===== src/rtl/bcd2binary_pkg.sv =====
// Shared constants and types for the packed-BCD to binary converter.
// WORDSIZE is the CPU datapath width the converter result feeds.
package bcd2binary_pkg;

  localparam int WORDSIZE = 20;

  typedef enum logic [1:0] {
    IDLE = 2'd0,
    CONV = 2'd1,
    DONE = 2'd2
  } state_t;

  localparam logic [3:0] DIGIT_MAX = 4'd9;
  localparam logic [3:0] CORR_TH   = 4'd8;
  localparam logic [3:0] CORR_SUB  = 4'd3;

endpackage


===== src/rtl/bcd2binary_if.sv =====
// Operand/result handshake bundle of the BCD to binary converter.
// The producer/consumer side uses master, the converter uses slave.
interface bcd2binary_if
  import bcd2binary_pkg::*;
#(
  parameter int NDIG  = 6,
  parameter int OUT_W = WORDSIZE
);

  logic                in_valid;
  logic                in_ready;
  logic [4*NDIG-1:0]   bcd_in;
  logic                out_valid;
  logic                out_ready;
  logic [OUT_W-1:0]    bin_out;
  logic                err;
  logic                ovf;

  modport master (
    output in_valid, bcd_in, out_ready,
    input  in_ready, out_valid, bin_out, err, ovf
  );

  modport slave (
    input  in_valid, bcd_in, out_ready,
    output in_ready, out_valid, bin_out, err, ovf
  );

endinterface


===== src/rtl/bcd2binary_sub3.sv =====
// One-digit correction cell of the reverse double-dabble: a shifted-in half
// of ten arrives as 8, so digits at or above 8 are pulled back by 3.
module bcd2binary_sub3
  import bcd2binary_pkg::*;
(
  input  logic [3:0] x,
  output logic [3:0] y
);

  assign y = (x >= CORR_TH) ? (x - CORR_SUB) : x;

endmodule


===== src/rtl/bcd2binary.sv =====
// Iterative packed-BCD to binary converter: one right shift of {bcd_r, bin_r}
// plus per-digit correction per cycle, 4*NDIG cycles per operand.
module bcd2binary
  import bcd2binary_pkg::*;
#(
  parameter int NDIG  = 6,
  parameter int OUT_W = WORDSIZE
)(
  input  logic         clk,
  input  logic         rst_n,
  bcd2binary_if.slave  bus
);

  localparam int BW    = 4 * NDIG;
  localparam int CNT_W = $clog2(BW);
  localparam logic [CNT_W-1:0] LAST = CNT_W'(BW - 1);

  state_t             state, state_nxt;
  logic [CNT_W-1:0]   count;
  logic [BW-1:0]      bcd_r, bin_r;
  logic [2*BW-1:0]    sh_full;
  logic [BW-1:0]      bcd_sh, bin_sh, bcd_fix;
  logic [OUT_W-1:0]   bin_fit, bin_q;
  logic               wide, err_q, ovf_q;
  logic               accept, drain, last, bad;

  function automatic logic has_bad_digit(input logic [BW-1:0] v);
    logic b;
    b = 1'b0;
    for (int i = 0; i < NDIG; i++)
      if (v[4*i +: 4] > DIGIT_MAX) b = 1'b1;
    return b;
  endfunction

  assign accept = bus.in_valid && (state == IDLE);
  assign drain  = bus.out_ready && (state == DONE);
  assign last   = (count == LAST);
  assign bad    = has_bad_digit(bus.bcd_in);

  assign sh_full = {bcd_r, bin_r} >> 1;
  assign bcd_sh  = sh_full[2*BW-1:BW];
  assign bin_sh  = sh_full[BW-1:0];

  for (genvar g = 0; g < NDIG; g++) begin : g_dig
    bcd2binary_sub3 u_sub3 (
      .x (bcd_sh[4*g +: 4]),
      .y (bcd_fix[4*g +: 4])
    );
  end

  // Result is taken from the final shift so it can be registered on the DONE edge.
  if (OUT_W >= BW) begin : g_fit_all
    assign bin_fit = OUT_W'(bin_sh);
    assign wide    = 1'b0;
  end else begin : g_fit_trunc
    assign bin_fit = bin_sh[OUT_W-1:0];
    assign wide    = |bin_sh[BW-1:OUT_W];
  end

  always_ff @(posedge clk or negedge rst_n) begin
    if (!rst_n) state <= IDLE;
    else        state <= state_nxt;
  end

  always_comb begin
    state_nxt = state;
    case (state)
      IDLE:    if (accept) state_nxt = bad ? DONE : CONV;
      CONV:    if (last)   state_nxt = DONE;
      DONE:    if (drain)  state_nxt = IDLE;
      default: state_nxt = IDLE;
    endcase
  end

  always_comb begin
    bus.in_ready  = (state == IDLE);
    bus.out_valid = (state == DONE);
  end

  always_ff @(posedge clk or negedge rst_n) begin
    if (!rst_n) begin
      count <= '0;
      bin_q <= '0;
      err_q <= 1'b0;
      ovf_q <= 1'b0;
    end else if (accept) begin
      count <= '0;
      if (bad) begin
        bin_q <= '0;
        err_q <= 1'b1;
        ovf_q <= 1'b0;
      end
    end else if (state == CONV) begin
      count <= count + 1'b1;
      if (last) begin
        bin_q <= bin_fit;
        err_q <= 1'b0;
        ovf_q <= wide;
      end
    end
  end

  // Shift register content is only meaningful during CONV, so it carries no reset.
  always_ff @(posedge clk) begin
    if (accept) begin
      bcd_r <= bus.bcd_in;
      bin_r <= '0;
    end else if (state == CONV) begin
      bcd_r <= bcd_fix;
      bin_r <= bin_sh;
    end
  end

  assign bus.bin_out = bin_q;
  assign bus.err     = err_q;
  assign bus.ovf     = ovf_q;

endmodule


===== src/flat_wrapper.sv =====
// flat-port wrapper written by rule: the top's interface ports become plain ports
module bcd2binary_flat import bcd2binary_pkg::*;
#(
  parameter int NDIG  = 6,
  parameter int OUT_W = WORDSIZE
)
  (clk, rst_n, bus_in_valid, bus_bcd_in, bus_out_ready, bus_in_ready, bus_out_valid, bus_bin_out, bus_err, bus_ovf);
  bcd2binary_if #(.NDIG(NDIG), .OUT_W(OUT_W)) bus_i ();
  input  logic clk;
  input  logic rst_n;
  input wire logic [$bits(bus_i.in_valid)-1:0] bus_in_valid;
  input wire logic [$bits(bus_i.bcd_in)-1:0] bus_bcd_in;
  input wire logic [$bits(bus_i.out_ready)-1:0] bus_out_ready;
  output wire logic [$bits(bus_i.in_ready)-1:0] bus_in_ready;
  output wire logic [$bits(bus_i.out_valid)-1:0] bus_out_valid;
  output wire logic [$bits(bus_i.bin_out)-1:0] bus_bin_out;
  output wire logic [$bits(bus_i.err)-1:0] bus_err;
  output wire logic [$bits(bus_i.ovf)-1:0] bus_ovf;
  assign bus_i.in_valid = bus_in_valid;
  assign bus_i.bcd_in = bus_bcd_in;
  assign bus_i.out_ready = bus_out_ready;
  assign bus_in_ready = bus_i.in_ready;
  assign bus_out_valid = bus_i.out_valid;
  assign bus_bin_out = bus_i.bin_out;
  assign bus_err = bus_i.err;
  assign bus_ovf = bus_i.ovf;
  bcd2binary #(.NDIG(NDIG), .OUT_W(OUT_W)) u_core (.clk(clk), .rst_n(rst_n), .bus(bus_i));
endmodule

===== config.mk =====
export PLATFORM = sky130hd
export DESIGN_NAME = bcd2binary_flat
export DESIGN_NICKNAME = d
export VERILOG_FILES = /design/src/rtl/bcd2binary_pkg.sv /design/src/rtl/bcd2binary_if.sv /design/src/rtl/bcd2binary_sub3.sv /design/src/rtl/bcd2binary.sv /design/src/flat_wrapper.sv
export SDC_FILE = /design/constraint.sdc
export NUM_CORES = 1
export LEC_CHECK = 0
export ABC_CLOCK_PERIOD_IN_PS = 1850
export CAP_MARGIN = 20
export CORE_MARGIN = 2
export CORE_UTILIZATION = 48
export CTS_CLUSTER_SIZE = 40
export DETAILED_ROUTE_END_ITERATION = 10
export PLACE_DENSITY = 0.8
export SYNTH_ARGS = -nofsm -noshare
export SYNTH_HDL_FRONTEND = slang
export SYNTH_SLANG_ARGS = --single-unit

===== constraint.sdc =====
create_clock -name clk -period 1.85 [get_ports clk]
set_input_delay 0.37 -clock clk [delete_from_list [all_inputs] [get_ports clk]]
set_output_delay 0.37 -clock clk [all_outputs]
set_load 0.05 [all_outputs]

==> run summary <==
sequential area share after synthesis: 0.590
maximum capacitance violations: 0
RSZ-0062 raised after global routing: false
kind of end point of the critical path: primary output
Total Neg Setup Slack: 0 ns
DIE WIDTH: 86.1 um
Slew @ Worst Pin: 0.487 ns
design area: 4170 sq um
DPL Wire Length: 4430 um
commonest non-fill, non-tap cell in the layout: a22o_1
number of global-route vias before repair: 2337
Reg area: 1910 sq um
Filler cells: 503
vias per cell: 5.49
Worst setup startpoint: u_core.state[0]
Worst EP required: 1.48 ns
Clock H-tree levels: 3
CTS Buf Count: 9
Core Area: 6420 sq um
final worst slack: 0.157 ns
PD cells: 1100 nW/um^2
Post-CTS Repair Setup Buffers: 0
Num Clock Sinks: 76
DIE HEIGHT: 86.1 um
Min-Delay Path Class: input port to async pin
Rel. slew slack: 0.677
delay-heaviest family, CP: flip-flops
Post-DRT Antenna Nets: 0
worst reg2reg path startpoint: u_core.count[0]
Multi-input gate area: 1200 sq um
CP max-delay cell: dfrtp_1
Post-CTS Resized: 1
initial antenna violation count: 0
maximum number of pins on one net before global-route repair: 30
final setup violating endpoints: 0
post-synthesis net count: 316
GRT overflow: 0
Startpoint Class: flop
share of cells above drive strength 1: 0.189
worst-path maximum fanout: 7
Detailed Route Iter0 Violations: 129
Top Metal Used: met4
via count: 2340
Synth Register Bits: 76
total wire length: 6210 um
synthesized instance count: 277
Worst EP arrival: 1.32 ns
Worst Path Buf+Inv: 1
Root Buffer: clkbuf_8
Wirelength per Cell: 14.6 um
CTS Hold Bufs: 0
Port-buffer cells: 51
Hold Fails Final Rpt: 0
status: finished, final reports clean
I/O pin cnt: 52
Fin Clk Skew: 0.0121 ns
mapped cell area: 3230 sq um
crit-path cells: nor2b_1 -> buf_12
Rows: 29
worst-case clock buffer depth: 2
Final Util: 0.649
GRT Util Overall: 0.185
Avg Cell Area, Syn: 11.7 sq um
total die area: 7410 sq um
Placed Area: 3940 sq um
antenna cells: 0
Synth cell types: 28
clk_lat worst skew: 0.36 ns
Placer Congestion: 0.768
WHS: 0.386 ns
Max Clock Freq: 0.591 GHz
initial core utilization: 0.503
pre-CTS setup slack: -0.0746 ns
Syn. warnings: 0
Slew Limit Fails: 0
VDD IR max: 0.701 mV
First-pass DRT Iterations: 4
most frequent cells in the layout: 46 x a22o_1, 38 x buf_4, 30 x nand2_1, 29 x dfrtp_1, 28 x o21ai_0
slowest stage delay, CP: 0.48 ns
Area Overhead vs Synth: 28.9%
WL met3: 382 um
CTS tree: built
Nets: 383
Post-route DRC: 0
final worst-path cycle share: 0.915
Tmin final: 1.69 ns
WS Path Type: flop to primary output
Lkg Pwr: 0.00181 uW
Post-Route M1 WL: 2700 um
Clock transition at path regs: 0.09 ns
wire length on met2: 3030 um
first-pass GRT wire length: 10700 um
[registers in the layout, summed over array words and instances, names as in the netlist]
register	cells
u_core.bus.bin_out	20
u_core.bus.ovf	1
u_core.count	5
u_core.bin_r	23
u_core.state	2
u_core.bcd_r	24
u_core.bus.err	1
[report_power, final]
part / switching, uW / internal [uW] / total (uW)
registers: 153 / 1970 / 2120
clock network: 677 / 784 / 1460
logic: 499 / 514 / 1010
total: 1330 / 3270 / 4600
[Yosys cell counts]
cell type / count / share of area
a21oi_1: 11 / 0.017
nor2b_1: 7 / 0.014
buf_4: 2 / 0.0046
xor2_1: 2 / 0.0054
ha_1: 11 / 0.043
o21ai_2: 1 / 0.0027
dfrtp_1: 29 / 0.22
nand4b_1: 1 / 0.0027
xnor2_1: 10 / 0.027
nor2_1: 9 / 0.010
or4_1: 1 / 0.0023
inv_1: 12 / 0.014
a22o_1: 46 / 0.12
nand2_1: 30 / 0.035
o21bai_1: 1 / 0.0023
o21ai_0: 28 / 0.043
edfxtp_1: 24 / 0.22
nand2b_1: 1 / 0.0019
buf_1: 1 / 0.0012
buf_2: 9 / 0.014
nand4_1: 2 / 0.0039
nand3_1: 2 / 0.0031
and2_1: 1 / 0.0019
dfxtp_1: 23 / 0.14
mux2_2: 3 / 0.010
clkbuf_1: 4 / 0.0046
nor3b_4: 1 / 0.0058
mux2i_1: 5 / 0.015
[metal layers]
metal / global-route usage / vias up
li1: - / 1130
met3: 0.0500 / 13
met2: 0.302 / 84
met4: 0.0707 / 0
met1: 0.234 / 1113
met5: 0 / -
[worst paths after layout]
kind                       slack (ns)  depth (start not counted)                     end
max                              0.16                          2           bus_out_valid
max reg2reg                      0.21                          6          u_core.bus.ovf
min                              0.39                          2  u_core.bus.bin_out[18]
min in group clk                 0.47                          2        u_core.bin_r[22]
min reg2reg                      0.47                          2        u_core.bin_r[22]
max in group asynchronous        1.18                          2   u_core.bus.bin_out[9]
[area by class of cell]
type	instances	area share
multi-input cells	173	0.289
clock buffers	9	0.0297
well taps	77	0.0231
repair buffers	72	0.164
flip-flops and latches	76	0.458
clock inverters	7	0.0249
inverters	12	0.0108
[stage by stage]
step	cells	power [uW]
final	426	4600
after CTS	426	4620
after global routing	426	4840
after floorplan	277	2750
after global placement	410	3140
after detailed placement	410	3180
[logic make-up (layout without fill, tap and decap cells)]
group	Yosys count	after routing	share of synthesized area
adder cells (fa/ha/maj)	11	11	0.0426
AO/OA/AOI/OAI	87	87	0.190
XOR/XNOR	12	12	0.0325
AND/OR/NAND/NOR	55	55	0.0805
multiplexers	8	8	0.0259
flip-flops	76	76	0.590
buffers and inverters	28	100	0.0383
Note: power is estimated with default switching activity, not from simulation.
